<file path="src/rtl/reset_sequencer_if.sv">
// Reset sequencer signal bundle: request/status inputs, domain reset outputs,
// retry count and a debug view of the sequencer state.
// There is no valid/ready handshake on this bundle. Every input is a level
// that is sampled on each rising clk edge. Every output is a registered level
// that changes only on that edge.
interface reset_sequencer_if;
    logic       i_hard_req;
    logic       i_soft_req;
    logic       i_pll_locked;
    logic       i_mem_ready;
    logic       o_pll_reset;
    logic       o_mem_reset;
    logic       o_core_reset;
    logic       o_soft_reset;
    logic       o_ready;
    logic [3:0] o_retries;
    logic [2:0] o_state;

    // Sequencer side.
    modport master (
        input  i_hard_req, i_soft_req, i_pll_locked, i_mem_ready,
        output o_pll_reset, o_mem_reset, o_core_reset, o_soft_reset,
        output o_ready, o_retries, o_state
    );

    // Environment side: reset sources and the reset consumers.
    modport slave (
        output i_hard_req, i_soft_req, i_pll_locked, i_mem_ready,
        input  o_pll_reset, o_mem_reset, o_core_reset, o_soft_reset,
        input  o_ready, o_retries, o_state
    );
endinterface

</file>
<file path="src/rtl/reset_sequencer.sv">
// Multi-stage reset controller. It releases the PLL, memory-controller and
// core resets in order, restarts on a hard request, lock loss or lock timeout,
// and runs a core-only soft reset from RUN.
module reset_sequencer #(
    parameter int STAGE_HOLD   = 16,
    parameter int LOCK_TIMEOUT = 1024,
    parameter int SOFT_HOLD    = 8
) (
    input  logic              clk,
    input  logic              i_reset,
    reset_sequencer_if.master bus
);
    localparam int CNT_MAX = (LOCK_TIMEOUT > SOFT_HOLD) ? LOCK_TIMEOUT : SOFT_HOLD;
    localparam int CW      = $clog2(CNT_MAX + 1);
    localparam int LW      = $clog2(STAGE_HOLD + 1);

    localparam logic [CW-1:0] STAGE_LAST   = CW'(STAGE_HOLD - 1);
    localparam logic [CW-1:0] SOFT_LAST    = CW'(SOFT_HOLD - 1);
    localparam logic [CW-1:0] TIMEOUT_LAST = CW'(LOCK_TIMEOUT - 1);
    localparam logic [CW-1:0] CNT_SAT      = CW'(CNT_MAX);
    localparam logic [LW-1:0] LOCK_LAST    = LW'(STAGE_HOLD - 1);

    typedef enum logic [2:0] {
        PLL_RST   = 3'd0,
        WAIT_LOCK = 3'd1,
        MEM_WAIT  = 3'd2,
        CORE_HOLD = 3'd3,
        RUN       = 3'd4,
        SOFT      = 3'd5
    } state_t;

    state_t        state_q, state_d;
    logic [CW-1:0] cnt_q, cnt_d;
    logic [LW-1:0] lock_cnt_q, lock_cnt_d;
    logic [3:0]    retries_q, retries_d;
    logic          pll_q, pll_d;
    logic          mem_q, mem_d;
    logic          core_q, core_d;
    logic          soft_q, soft_d;
    logic          ready_q, ready_d;
    logic          enter;

    // Next state. Priority order: hard request, lock loss, memory loss, stage exit, soft request.
    always_comb begin
        state_d   = state_q;
        enter     = 1'b0;
        retries_d = retries_q;
        case (state_q)
            PLL_RST: begin
                if (cnt_q == STAGE_LAST) begin
                    state_d = WAIT_LOCK;
                    enter   = 1'b1;
                end
            end
            WAIT_LOCK: begin
                // A qualified lock on the timeout edge still counts as an exit.
                if (bus.i_pll_locked && (lock_cnt_q == LOCK_LAST)) begin
                    state_d = MEM_WAIT;
                    enter   = 1'b1;
                end else if (cnt_q == TIMEOUT_LAST) begin
                    state_d   = PLL_RST;
                    enter     = 1'b1;
                    retries_d = (retries_q == 4'hF) ? retries_q : retries_q + 4'd1;
                end
            end
            MEM_WAIT: begin
                if (!bus.i_pll_locked) begin
                    state_d = PLL_RST;
                    enter   = 1'b1;
                end else if (bus.i_mem_ready) begin
                    state_d = CORE_HOLD;
                    enter   = 1'b1;
                end
            end
            CORE_HOLD: begin
                if (!bus.i_pll_locked) begin
                    state_d = PLL_RST;
                    enter   = 1'b1;
                end else if (!bus.i_mem_ready) begin
                    state_d = MEM_WAIT;
                    enter   = 1'b1;
                end else if (cnt_q == STAGE_LAST) begin
                    state_d = RUN;
                    enter   = 1'b1;
                end
            end
            RUN: begin
                if (!bus.i_pll_locked) begin
                    state_d = PLL_RST;
                    enter   = 1'b1;
                end else if (!bus.i_mem_ready) begin
                    state_d = MEM_WAIT;
                    enter   = 1'b1;
                end else if (bus.i_soft_req) begin
                    state_d = SOFT;
                    enter   = 1'b1;
                end
            end
            SOFT: begin
                if (!bus.i_pll_locked) begin
                    state_d = PLL_RST;
                    enter   = 1'b1;
                end else if (!bus.i_mem_ready) begin
                    state_d = MEM_WAIT;
                    enter   = 1'b1;
                end else if (cnt_q == SOFT_LAST) begin
                    state_d = RUN;
                    enter   = 1'b1;
                end
            end
            default: begin
                state_d = PLL_RST;
                enter   = 1'b1;
            end
        endcase
        // A hard request re-enters PLL_RST every edge it is held and pre-empts a timeout count.
        if (bus.i_hard_req) begin
            state_d   = PLL_RST;
            enter     = 1'b1;
            retries_d = retries_q;
        end
    end

    // Stage counter restarts on every entry. The lock counter only runs while WAIT_LOCK is held.
    always_comb begin
        cnt_d      = (cnt_q == CNT_SAT) ? cnt_q : cnt_q + CW'(1);
        lock_cnt_d = '0;
        if (enter) begin
            cnt_d = '0;
        end else if ((state_q == WAIT_LOCK) && bus.i_pll_locked) begin
            lock_cnt_d = lock_cnt_q + LW'(1);
        end
    end

    // Output levels for the state being entered, so outputs register with the state.
    always_comb begin
        pll_d   = 1'b1;
        mem_d   = 1'b1;
        core_d  = 1'b1;
        soft_d  = 1'b0;
        ready_d = 1'b0;
        case (state_d)
            WAIT_LOCK: pll_d = 1'b0;
            MEM_WAIT, CORE_HOLD: begin
                pll_d = 1'b0;
                mem_d = 1'b0;
            end
            RUN: begin
                pll_d   = 1'b0;
                mem_d   = 1'b0;
                core_d  = 1'b0;
                ready_d = 1'b1;
            end
            SOFT: begin
                pll_d  = 1'b0;
                mem_d  = 1'b0;
                soft_d = 1'b1;
            end
            default: ;
        endcase
    end

    // State, counters and registered outputs, with a synchronous reset to the PLL_RST values.
    always_ff @(posedge clk) begin
        if (i_reset) begin
            state_q    <= PLL_RST;
            cnt_q      <= '0;
            lock_cnt_q <= '0;
            retries_q  <= '0;
            pll_q      <= 1'b1;
            mem_q      <= 1'b1;
            core_q     <= 1'b1;
            soft_q     <= 1'b0;
            ready_q    <= 1'b0;
        end else begin
            state_q    <= state_d;
            cnt_q      <= cnt_d;
            lock_cnt_q <= lock_cnt_d;
            retries_q  <= retries_d;
            pll_q      <= pll_d;
            mem_q      <= mem_d;
            core_q     <= core_d;
            soft_q     <= soft_d;
            ready_q    <= ready_d;
        end
    end

    assign bus.o_pll_reset  = pll_q;
    assign bus.o_mem_reset  = mem_q;
    assign bus.o_core_reset = core_q;
    assign bus.o_soft_reset = soft_q;
    assign bus.o_ready      = ready_q;
    assign bus.o_retries    = retries_q;
    assign bus.o_state      = state_q;
endmodule
</file>
<file path="src/flat_wrapper.sv">
// flat-port wrapper written by rule: the top's interface ports become plain ports
module reset_sequencer_flat 
#(
    parameter int STAGE_HOLD   = 16,
    parameter int LOCK_TIMEOUT = 1024,
    parameter int SOFT_HOLD    = 8
)
  (clk, i_reset, bus_i_hard_req, bus_i_soft_req, bus_i_pll_locked, bus_i_mem_ready, bus_o_pll_reset, bus_o_mem_reset, bus_o_core_reset, bus_o_soft_reset, bus_o_ready, bus_o_retries, bus_o_state);
  reset_sequencer_if bus_i ();
  input  logic clk;
  input  logic i_reset;
  input wire logic [$bits(bus_i.i_hard_req)-1:0] bus_i_hard_req;
  input wire logic [$bits(bus_i.i_soft_req)-1:0] bus_i_soft_req;
  input wire logic [$bits(bus_i.i_pll_locked)-1:0] bus_i_pll_locked;
  input wire logic [$bits(bus_i.i_mem_ready)-1:0] bus_i_mem_ready;
  output wire logic [$bits(bus_i.o_pll_reset)-1:0] bus_o_pll_reset;
  output wire logic [$bits(bus_i.o_mem_reset)-1:0] bus_o_mem_reset;
  output wire logic [$bits(bus_i.o_core_reset)-1:0] bus_o_core_reset;
  output wire logic [$bits(bus_i.o_soft_reset)-1:0] bus_o_soft_reset;
  output wire logic [$bits(bus_i.o_ready)-1:0] bus_o_ready;
  output wire logic [$bits(bus_i.o_retries)-1:0] bus_o_retries;
  output wire logic [$bits(bus_i.o_state)-1:0] bus_o_state;
  assign bus_i.i_hard_req = bus_i_hard_req;
  assign bus_i.i_soft_req = bus_i_soft_req;
  assign bus_i.i_pll_locked = bus_i_pll_locked;
  assign bus_i.i_mem_ready = bus_i_mem_ready;
  assign bus_o_pll_reset = bus_i.o_pll_reset;
  assign bus_o_mem_reset = bus_i.o_mem_reset;
  assign bus_o_core_reset = bus_i.o_core_reset;
  assign bus_o_soft_reset = bus_i.o_soft_reset;
  assign bus_o_ready = bus_i.o_ready;
  assign bus_o_retries = bus_i.o_retries;
  assign bus_o_state = bus_i.o_state;
  reset_sequencer #(.STAGE_HOLD(STAGE_HOLD), .LOCK_TIMEOUT(LOCK_TIMEOUT), .SOFT_HOLD(SOFT_HOLD)) u_core (.clk(clk), .i_reset(i_reset), .bus(bus_i));
endmodule
</file>
<file path="config.mk">
export PLATFORM = sky130hd
export DESIGN_NAME = reset_sequencer_flat
export DESIGN_NICKNAME = d
export VERILOG_FILES = /design/src/rtl/reset_sequencer_if.sv /design/src/rtl/reset_sequencer.sv /design/src/flat_wrapper.sv
export SDC_FILE = /design/constraint.sdc
export NUM_CORES = 1
export LEC_CHECK = 0
export ABC_CLOCK_PERIOD_IN_PS = 4100
export BUFFER_PORTS_ARGS = -buffer_cell sky130_fd_sc_hd__buf_2
export CORE_MARGIN = 4
export CORE_UTILIZATION = 50
export DETAILED_ROUTE_END_ITERATION = 7
export PLACE_DENSITY_LB_ADDON = 0.1
export REMOVE_ABC_BUFFERS = 1
export SYNTH_ARGS = -nofsm -noshare
export SYNTH_HDL_FRONTEND = slang
export SYNTH_SLANG_ARGS = --single-unit
</file>
<file path="constraint.sdc">
create_clock -name clk -period 4.1 [get_ports clk]
set_input_delay 0.205 -clock clk [delete_from_list [all_inputs] [get_ports clk]]
set_output_delay 0.205 -clock clk [all_outputs]
set_load 0.005 [all_outputs]
</file>
# Yosys cells after proc, flatten, opt, wreduce, memory -nomap -nowiden
# Cells that the tools add are included.
[totals]
rom_bits = 0
word_cells = 76
latchBits = 0
ramBits = 0
n_memories = 0
regBits = 28
[op_classes]
n_eq_ne = 16
order_cmp = 0
shift = 0
muxes = 36
reduce_logical = 8
addsub = 3
n_mul = 0
bitwise_logic = 4
div_mod_pow = 0
[ops]
columns = ["cell", "n"]
rows = [
  ["$mux 3", 15],
  ["$mux 1", 19],
  ["$pmux 3 s6", 1],
  ["$eq 3x2->1 const B", 4],
  ["$eq 3x3->1 const B", 4],
  ["$add 11x1->11 const B", 1],
  ["$eq 11x10->1 const B", 1],
  ["$eq 11x11->1 const B", 1],
  ["$eq 11x3->1 const B", 1],
  ["$eq 11x4->1 const B", 1],
  ["$eq 3x1->1 const B", 2],
  ["$pmux 1 s6", 1],
  ["$add 5x1->5 const B", 1],
  ["$eq 5x4->1 const B", 1],
  ["$reduce_and 5->1", 1],
  ["$reduce_or 5->1", 1],
  ["$add 4x1->4 const B", 1],
  ["$eq 4x4->1 const B", 1],
  ["$not 1->1", 4],
  ["$reduce_or 4->1", 1],
  ["$logic_not 3->1", 1],
  ["$reduce_or 3->1", 1],
  ["$logic_and 1x1->1", 2],
  ["$reduce_or 2->1", 1],
]

# Longest topological paths before layout
# Gate-level depths: netlist (run 1).
[depth]
word_depth = 9
mapped_depth = 9

# Worst setup path before layout (run 1)
# No wires, ideal clock.
[synth_path]
kind = "register to register"
start = "register u_core.cnt_q[0]"
end = "register u_core.cnt_q[0]"
path_stages_with_launch = 8
required_ns = 3.973
arrival_time_ns = 1.814
path_slack_ns = 2.160
setup_ns = 0.127
period_less_slack_ns = 1.940
cell_sequence = "dfxtp_1 ha_1 or4b_4 nor4b_4 nor2_1 o32ai_2 buf_4 nor3_1"
[synth_via]
elab_chain_cells = 7
[synth_rtl]
columns = ["item", "line", "text"]
rows = [
  ["from (decl)", "reset_sequencer.sv:33", "logic [CW-1:0] cnt_q, cnt_d;"],
  ["from (signal assigned)", "reset_sequencer.sv:177", "cnt_q <= cnt_d;"],
  ["$eq 11x3->1 / $eq 11x4->1 (equally long branches)", "reset_sequencer.sv:106, reset_sequencer.sv:50, reset_sequencer.sv:82", ""],
  ["$mux 1, on equally long branches", "reset_sequencer.sv:106, reset_sequencer.sv:50, reset_sequencer.sv:82", ""],
  ["$mux 1, on equally long branches", "reset_sequencer.sv:103, reset_sequencer.sv:79", ""],
  ["$mux 1, on equally long branches", "reset_sequencer.sv:100, reset_sequencer.sv:76", ""],
  ["$pmux 1 s6", "reset_sequencer.sv:48", "case (state_q)"],
  ["$mux 1", "reset_sequencer.sv:117", "if (bus.i_hard_req) begin"],
  ["$reduce_or 2->1 (no source line)", "--", ""],
]
# Parallel ways exist; a longest one is shown, timed or not.
# A chain may end at the register's enable or synchronous reset.

# Worst setup path in the final report (run 1)
[layout_path]
start = "register u_core.cnt_q[0]"
end = "register u_core.cnt_q[3]"
# The elaborated chain is that of the path after synthesis.

==> results of run 1 <==
==> power by group through the flow <==
stage | Sequential, mW | Clock (mW) | Combinational [mW]
global route | 0.274 | 0.151 | 0.0193
detailed placement | 0.280 | 0 | 0.0170
finish | 0.274 | 0.130 | 0.0168
global placement | 0.280 | 0 | 0.0166
floorplan | 0.280 | 0 | 0.00993
CTS | 0.274 | 0.135 | 0.0170
==> Yosys cell counts, types with 3 or more instances <==
| library cell | count |
|---|---|
| inv_1 | 6 |
| nor2_1 | 17 |
| dfxtp_1 | 28 |
| and3_1 | 6 |
| xor2_1 | 11 |
| buf_4 | 3 |
| nand2_1 | 13 |
| xnor2_1 | 4 |
| a21oi_1 | 3 |
| nand3_1 | 11 |
| nor3_1 | 14 |
| nand4_1 | 3 |
| ha_1 | 5 |
==> worst max path at each step <==
stage / start / to / slack, ns / depth (start not counted)
floorplan: u_core.cnt_q[0] / u_core.cnt_q[0] / 2.04 / 6
global placement: u_core.cnt_q[0] / u_core.cnt_q[10] / 1.78 / 6
detailed placement: u_core.cnt_q[0] / u_core.cnt_q[3] / 1.75 / 6
CTS: u_core.cnt_q[0] / u_core.cnt_q[3] / 1.72 / 6
global route: u_core.cnt_q[0] / u_core.cnt_q[1] / 1.50 / 6
finish: u_core.cnt_q[0] / u_core.cnt_q[3] / 1.77 / 6
==> routing by layer <==
layer  global-route usage (%)  up-vias  share of wire, %
li1                         -      595                 -
met2                     24.6       18                46
met5                        0        -                 0
met1                     19.8      512                48
met4                     6.36        0               1.5
met3                     3.35        5               4.6
==> worst max-delay path: cells and delay by family (launching register included) <==
kind            cells  cell delay (ns)
compound gates      1             0.61
fa+ha+maj           1             0.24
flops               1             0.40
simple gates        4             0.97
==> flip-flops by register name (all words and copies together) (netlist names) <==
signal                   count
u_core.bus.o_retries         4
u_core.lock_cnt_q            5
u_core.bus.o_pll_reset       1
u_core.bus.o_soft_reset      1
u_core.bus.o_mem_reset       1
u_core.bus.o_state           3
u_core.cnt_q                11
u_core.bus.o_ready           1
u_core.bus.o_core_reset      1
==> cell families after synthesis <==
logic type | after synthesis | synth area share [%]
and+or+nand+nor | 83 | 33.5
DFF | 28 | 39.3
xor gates and xnor gates | 15 | 9.20
AOI/OAI and AO/OA | 14 | 7.71
buffers and inverters | 13 | 4.47
adders and majority gates | 5 | 4.38
muxes | 2 | 1.49
==> cell type report <==
type	instances	area, um^2
Timing Repair Buffer	17	85.1
Clock buffer	4	36.3
Multi-Input combinational cell	119	803
Inverter	6	22.5
Fill cell	269	1190
Sequential cell	28	561
Tap cell	31	38.8
==> cells in the final DEF, fill, tap and decap left out, types with 3 or more instances in the layout <==
cell	synthesis	routed
a21oi_1	3	3
and3_1	6	6
buf_2	2	17
clkbuf_4	0	3
dfxtp_1	28	28
ha_1	5	5
inv_1	6	6
nand2_1	13	13
nand3_1	11	11
nand4_1	3	3
nor2_1	17	17
nor3_1	14	14
xnor2_1	4	4
xor2_1	11	11
==> stage by stage <==
stage / setup WS, ns / hold WS [ns] / power, mW / std cells
3_3_place_gp: 1.78 / 0.453 / 0.296 / 201
3_5_place_dp: 1.75 / 0.463 / 0.297 / 201
6_report: 1.77 / 0.108 / 0.421 / 205
2_1_floorplan: 2.04 / 0.274 / 0.290 / 153
5_1_grt: 1.50 / 0.100 / 0.445 / 205
4_1_cts: 1.72 / 0.108 / 0.426 / 205
==> metrics, run 1 <==
hold path cells 2; Reg2Reg Depth 6; Worst-Skew Late Latency 0.33 ns; Pwr Density 272 mW/mm^2; relative slew slack 50.6%; worst path cell trace ha_1 -> or4b_4 -> nor4b_4 -> nor2_1 -> o32ai_2 -> nor3_1; starting DRC count in detailed routing 27; Util after Layout 56.6%; final setup skew 0.0101 ns; Die W 61.4 um; Main synth FF type dfxtp_1; Leakage 0.612 nW; clock buffer depth 2; Worst path max stage delay 0.61 ns; setup violation total in the final timing report 0; vias per inst 5.51; crit path capture type flip-flop; WHS Endpoint u_core.bus.o_retries[0]; drt wl/cell 12.5 um; Cell variety after synth 43; Synth area leaders dfxtp_1 39%, xor2_1 6.7%, nor3_1 4.9%, nor2_1 4.5%, ha_1 4.4%; Final Hold Fails 0; Initial Util 52.2%; share of the synthesized area in the top cell type 39.3%; Async SR Flop Fraction 0%; Mapped Cells 160; Peak Freq 428 MHz; first drt pass iteration count 4; combinational power share 4.0%; crit path DAT 2.53 ns; worst-margin pin slew 0.739 ns; Clock Sinks 28; Worst R2R End u_core.cnt_q[3]; CTS tree done; Hold Path Class input pin to flip-flop; first-pass GRT wire length 4.32 mm; max_cap viols 0; Max FO, Critical Path 11; setup TNS 0 ns; Worst Setup Path Type flip-flop to flip-flop; die height 61.4 um; cell area after layout 0.00155 mm^2; switch share 20.8%; Nets 186; NetSw 0.0874 mW; post-detail-place hpwl 2.00 mm; sequential element share of the synthesized area 39.3%; Clk pin slew, worst setup/hold paths 0.14 ns; Syn-to-layout area delta 8.33%; Yosys reg bits 28; CP Launch Type flip-flop; initial antenna violation count 0; placed cell areas 0.00151 mm^2; Worst path slowest cell o32ai_2; # H-tree levels 1; Synth Warn # 0; Post-synth EDFFs 0; PortBufs 17; cell taking the most area after synthesis dfxtp_1; CTS Buf Count 3; Seq pwr share 65.1%; RSZ-0062 raised after global routing false; Cell Area, Synth 0.00143 mm^2; Tcrit/Tclk final 56.9%; diodes inserted 0; number of I/O pins 18; Via Count 1130; VDD IR max 167 uV; FF-to-FF Start u_core.cnt_q[0]; CTS Hold Bufs 0; number of global-route vias before repair 1004; post_cts resized 0; pin count of the biggest net entering global routing 17; status finished, final reports clean; Post-CTS Setup Inserts 0; All-Layer GR Usage 15.3%; Slew Viols, Final 0; residual DRC count 0; Row Count 19; GPL Wtd Cong 0.830; Root Driver clkbuf_4; core area 0.00273 mm^2; Routed Antenna Nets 0; hold_sp i_reset; DRT Wirelength 2.57 mm; Tmin final 2.33 ns; GRT Residual Overflow 0; worst reg-to-reg setup slack 1.77 ns; clock network power share 31.0%; WP data required 4.29 ns; Pint 0.334 mW; mean post-synth cell area 8.92 um^2; full die area 0.00377 mm^2; layout cell share with drive strength beyond 1 17.2%
Note: power is estimated with default switching activity, not from simulation.
==> run 2, diff against run 1 <==
Settings changed: ABC_AREA set to 1, ABC_CLOCK_PERIOD_IN_PS 4100 to 2400.
Clock period 4.1 ns to 2.4 ns, I/O delays scaled along.
==> run 2 against run 1 <==
Non-clock buffer count rose by 1. Critical path depth grew 5. First-iteration DRC count grew to 2.7 times the previous value. Critical endpoint is now u_core.bus.o_retries[3]. Sequential share of layout area decreased by 2.4 points. Total power rose by 92%.
==> metrics, run 2 <==
status finished, final reports clean; # H-tree levels 1; most frequent cells in the layout 42 x nand2_1, 32 x nor2_1, 29 x inv_1; pre-CTS WS 0.421 ns; Worst Setup Path Type flip-flop to flip-flop; setup violation total in the final timing report 0; hold path cells 4; Slew Viols, Final 0; Async SR Flop Fraction 0%; Peak Freq 509 MHz; Mapped Cells 205; diodes inserted 0; Nets 239; Routed Antenna Nets 0; post-route insts no fill 258; crit path capture type flip-flop; hold_sp bus_i_hard_req; WHS Endpoint u_core.bus.o_soft_reset; dpl cells 253; post-detail-place hpwl 2.21 mm; Cell Area, Synth 0.00147 mm^2; Syn-to-layout area delta 12.7%; max reg flops 11; GRT Residual Overflow 0; number of global-route vias before repair 1243; first drt pass iteration count 4; Row Count 19; drt wl/cell 10.9 um; FF-to-FF Start u_core.lock_cnt_q[0]; Root Driver clkbuf_4; full die area 0.00387 mm^2; placed cell areas 0.00159 mm^2; share of the synthesized area in the top cell type 38.1%; Main synth FF type dfxtp_1; Clock Sinks 28; number of I/O pins 18; multiplexer area fraction after synthesis 0%; DRT Wirelength 2.80 mm; first-pass GRT wire length 5.06 mm; Hold Path Class input pin to flip-flop; Post-synth top cells 42 x nand2_1, 32 x nor2_1, 29 x inv_1; core area 0.00278 mm^2; RSZ-0062 raised after global routing false; WP data required 2.64 ns; XOR/XNOR Fraction of Synth Area 4.77%; Synth Warn # 0; Biggest register u_core.cnt_q; Die W 62.2 um; mean post-synth cell area 7.17 um^2; post_cts resized 0; Post-CTS Setup Inserts 0; simple-gate share of the synthesized area 36.5%; Leakage 0.737 nW; overall power 0.806 mW; clock buffer depth 2; starting DRC count in detailed routing 73; Post-synth EDFFs 0; CTS tree done; Max FO, Critical Path 4; crit path DAT 2.21 ns; CTS Buf Count 3; Initial Util 52.9%; Worst-Skew Late Latency 0.33 ns; pin count of the biggest net entering global routing 17; Tcrit/Tclk final 81.9%; worst reg-to-reg setup slack 0.44 ns; setup TNS 0 ns; Clk pin slew, worst setup/hold paths 0.15 ns; Via Count 1305; Worst R2R End u_core.bus.o_retries[3]; Yosys reg bits 28; initial antenna violation count 0; most common cell after layout, fill and taps aside nand2_1; VDD IR max 394 uV; PortBufs 17; most frequent cell after synthesis nand2_1; Pwr Density 487 mW/mm^2; Util after Layout 59.6%; All-Layer GR Usage 15.5%; max_cap viols 0; die height 62.2 um; post-synthesis compound-gate area fraction 8.43%; worst-margin pin slew 0.334 ns; Synth Area in Adders 4.26%; vias per inst 5.06; final setup skew 0.00829 ns; relative slew slack 77.6%; largest family of logic cells by synthesized area simple AND/OR/NAND/NOR gates; residual DRC count 0; GPL Wtd Cong 0.954; post-route setup slack 0.435 ns; Tmin final 1.96 ns; Synth area leaders dfxtp_1 38%, nand2_1 11%, nor2_1 8.2%, inv_1 7.4%, nand3_1 4.8%; layout cell share with drive strength beyond 1 16.7%; Cell variety after synth 26; CP Launch Type flip-flop; Reg2Reg Depth 11; cell taking the most area after synthesis dfxtp_1; Final Hold Fails 0; Hold Worst Slack 0.105 ns; cell area after layout 0.00166 mm^2; sequential element share of the synthesized area 38.1%
[run 2: cell type report]
| cell class | count | area [um^2] |
|---|---|---|
| flip-flops and latches | 28 | 561 |
| clock inverters | 1 | 30.0 |
| well taps | 31 | 38.8 |
| repair buffers | 18 | 95.1 |
| inverters | 31 | 116 |
| multi-input cells | 146 | 793 |
| clock buffers | 3 | 22.5 |
| fillers | 270 | 1120 |
[run 2: routing by layer]
metal  vias to the layer above  GRT usage [%]  wire [um]
met5                         -              0          0
met4                         0           6.78         48
met3                         4           2.52         76
met2                        17           28.5       1440
met1                       590           17.3       1240
li1                        694              -          -
[run 2: how the worst max path moves through the flow]
stage / from / to / slack [ns] / cells past startpoint
floorplan: u_core.lock_cnt_q[0] / u_core.bus.o_retries[3] / 0.58 / 11
global route: u_core.lock_cnt_q[0] / u_core.bus.o_retries[3] / 0.18 / 11
CTS: u_core.lock_cnt_q[0] / u_core.bus.o_retries[3] / 0.41 / 11
detailed placement: u_core.lock_cnt_q[0] / u_core.bus.o_retries[3] / 0.42 / 11
finish: u_core.lock_cnt_q[0] / u_core.bus.o_retries[3] / 0.44 / 11
global placement: u_core.lock_cnt_q[0] / u_core.bus.o_retries[3] / 0.47 / 11
[run 2: what timing repair did]
item,in CTS,in global routing
setup endpoints to repair,0,0
endpoints found under the hold margin,2,0
hold buffers,1,0
[run 2: cells by family after synthesis]
logic type,count (synthesis)
AOI/OAI and AO/OA,21
buffers and inverters,31
DFF,28
adders and majority gates,5
and+or+nand+nor,112
xor gates and xnor gates,8
[run 2: where the power goes]
part           leakage (nW)  internal, mW  switching (mW)
clock                0.0279         0.169           0.140
combinational         0.484        0.0112          0.0183
sequential            0.226         0.467         0.00167
total                 0.737         0.647           0.160
[run 2: critical path, stage by stage, from the launching register on]
cell,delay [ns]
dfxtp_1,0.35
ha_1,0.22
and3_1,0.19
ha_1,0.19
nand2_1,0.16
inv_1,0.06
nor3_1,0.21
nand2_1,0.14
nor2_4,0.13
nand2_1,0.08
o21ai_1,0.12
a21oi_1,0.05
==> run 3, diff against run 2 <==
Settings changed: ABC_CLOCK_PERIOD_IN_PS 2400 to 1900.
Clock period 2.4 ns to 1.9 ns, I/O delays scaled along.
==> run 3 against run 2 <==
Combinational power rose by 45%. Clock power increased by 27%. Total power grew 27%. Maximum frequency rose by 9.5%. Sequential share of layout area is 1.8 points lower. Via count is 0.38% higher. Clock skew is 0.0057 ns lower. Critical path depth did not move. Count of clock-buffer cells in the layout did not move. Wire length is 1.5% lower. Setup slack got worse by 0.33 ns. Critical path type unchanged. Critical endpoint unchanged.
==> metrics, run 3 (same netlist as run 2, synthesis figures left out) <==
status finished, final reports clean; post-route setup slack 0.106 ns; Leakage 0.773 nW; core area 0.00278 mm^2; Worst Setup SP u_core.lock_cnt_q[0]; Clock Sinks 28; WP data required 2.15 ns; initial antenna violation count 0; Worst-Skew Late Latency 0.34 ns; CP Launch Type flip-flop; first drt pass iteration count 4; placed cell areas 0.00162 mm^2; cell area after layout 0.00176 mm^2; number of global-route vias before repair 1260; starting DRC count in detailed routing 44; CTS Buf Count 3; Initial Util 52.9%; CTS tree done; PortBufs 17; Hold Path Class input pin to flip-flop; Clk pin slew, worst setup/hold paths 0.15 ns; worst-margin pin slew 0.344 ns; worst reg-to-reg setup slack 0.11 ns; setup violation total in the final timing report 0; Worst Setup Path Type flip-flop to flip-flop; clock buffer depth 2; number of I/O pins 18; post-detail-place hpwl 2.16 mm; diodes inserted 0; pin count of the biggest net entering global routing 17; Nets 244; dpl cells 256; Final Hold Fails 0; Worst path slowest cell dfxtp_2; Reg2Reg Depth 11; vias per inst 4.98; Syn-to-layout area delta 19.4%; final setup skew 0.00255 ns; RSZ-0062 raised after global routing false; relative slew slack 76.9%; Root Driver clkbuf_4; worst setup path end u_core.bus.o_retries[3]; most common cell after layout, fill and taps aside nand2_1; GPL Wtd Cong 0.955; max_cap viols 0; max reg flops 11; first-pass GRT wire length 4.99 mm; Tmin final 1.79 ns; Tcrit/Tclk final 94.4%; Slew Viols, Final 0; Via Count 1310; overall power 1.03 mW; GRT Residual Overflow 0; # H-tree levels 1; residual DRC count 0; pre-CTS WS -0.0551 ns; die height 62.2 um; Peak Freq 557 MHz; Worst R2R End u_core.bus.o_retries[3]; Row Count 19; worst path cell trace ha_4 -> and3_4 -> ha_4 -> nand2_4 -> inv_2 -> nor3_4 -> nand2_1 -> nor2_4 -> nand2_2 -> o21ai_2 -> a21oi_1; Biggest register u_core.cnt_q; drt wl/cell 10.5 um; post-route insts no fill 263; layout cell share with drive strength beyond 1 22.8%; Die W 62.2 um; Worst path most repeated cell ha_4; Routed Antenna Nets 0; Max FO, Critical Path 4; VDD IR max 485 uV; crit path capture type flip-flop; FF-to-FF Start u_core.lock_cnt_q[0]; crit path DAT 2.04 ns; most frequent cells in the layout 40 x nand2_1, 32 x nor2_1, 28 x inv_1; All-Layer GR Usage 15.0%; Pwr Density 584 mW/mm^2; DRT Wirelength 2.76 mm; full die area 0.00387 mm^2; Worst path max stage delay 0.36 ns
[run 3: cell types whose count changed in the layout (fill, tap and decap cells not counted), sizes merged]
cell / before / now
buf: 17 / 22
[run 3: report_power, final]
group	switching, mW	internal (mW)	total (mW)	leakage, nW
registers	0.00210	0.589	0.591	0.227
logic	0.0252	0.0175	0.0427	0.518
clock network	0.177	0.214	0.391	0.0279
total	0.205	0.821	1.03	0.773
[run 3: how the worst min path moves through the flow]
stage | startpoint | endpoint | slack [ns] | cells past startpoint
6_report | bus_i_mem_ready | u_core.bus.o_state[1] | 0.08 | 4
4_1_cts | bus_i_hard_req | u_core.bus.o_soft_reset | 0.07 | 4
5_1_grt | bus_i_mem_ready | u_core.bus.o_state[1] | 0.09 | 4
3_3_place_gp | i_reset | u_core.bus.o_retries[2] | 0.32 | 2
3_5_place_dp | i_reset | u_core.bus.o_retries[2] | 0.32 | 2
2_1_floorplan | i_reset | u_core.bus.o_retries[2] | 0.16 | 1
[run 3: cell type report]
class                           instances  area, um^2
Timing Repair Buffer                   23         136
Clock inverter                          1        30.0
Fill cell                             264        1030
Sequential cell                        28         563
Inverter                               31         116
Tap cell                               31        38.8
Multi-Input combinational cell        146         848
Clock buffer                            3        22.5
[run 3: per-stage QoR]
stage	hold WS (ns)	TNS, ns	util (%)
3_5_place_dp	0.315	-0.0551	58.1
2_1_floorplan	0.164	0	-
6_report	0.0844	0	63.1
4_1_cts	0.0723	0	60.6
5_1_grt	0.0859	0	63.1
3_3_place_gp	0.316	-0.000627	58.1
[run 3: worst max-delay path: cells and delay by family, from the launching register on]
| family | cells | cell delay [ns] |
|---|---|---|
| fa+ha+maj | 2 | 0.31 |
| buf+inv | 1 | 0.05 |
| flops | 1 | 0.36 |
| simple gates | 6 | 0.81 |
| compound gates | 2 | 0.17 |
[run 3: layer usage]
layer	global-route usage [%]	share of wire, %	vias up
met2	26.2	48	18
met3	2.88	3.8	7
met4	6.78	2.1	0
met5	0	0	-
li1	-	-	703
met1	17.5	46	582
[run 3: repair_timing]
item	in CTS	in global routing
setup buffers	0	2
pin swaps	0	6
hold endpoints to repair	2	0
gates resized for setup	2	13
setup endpoints to repair	1	4
hold buffers	1	0
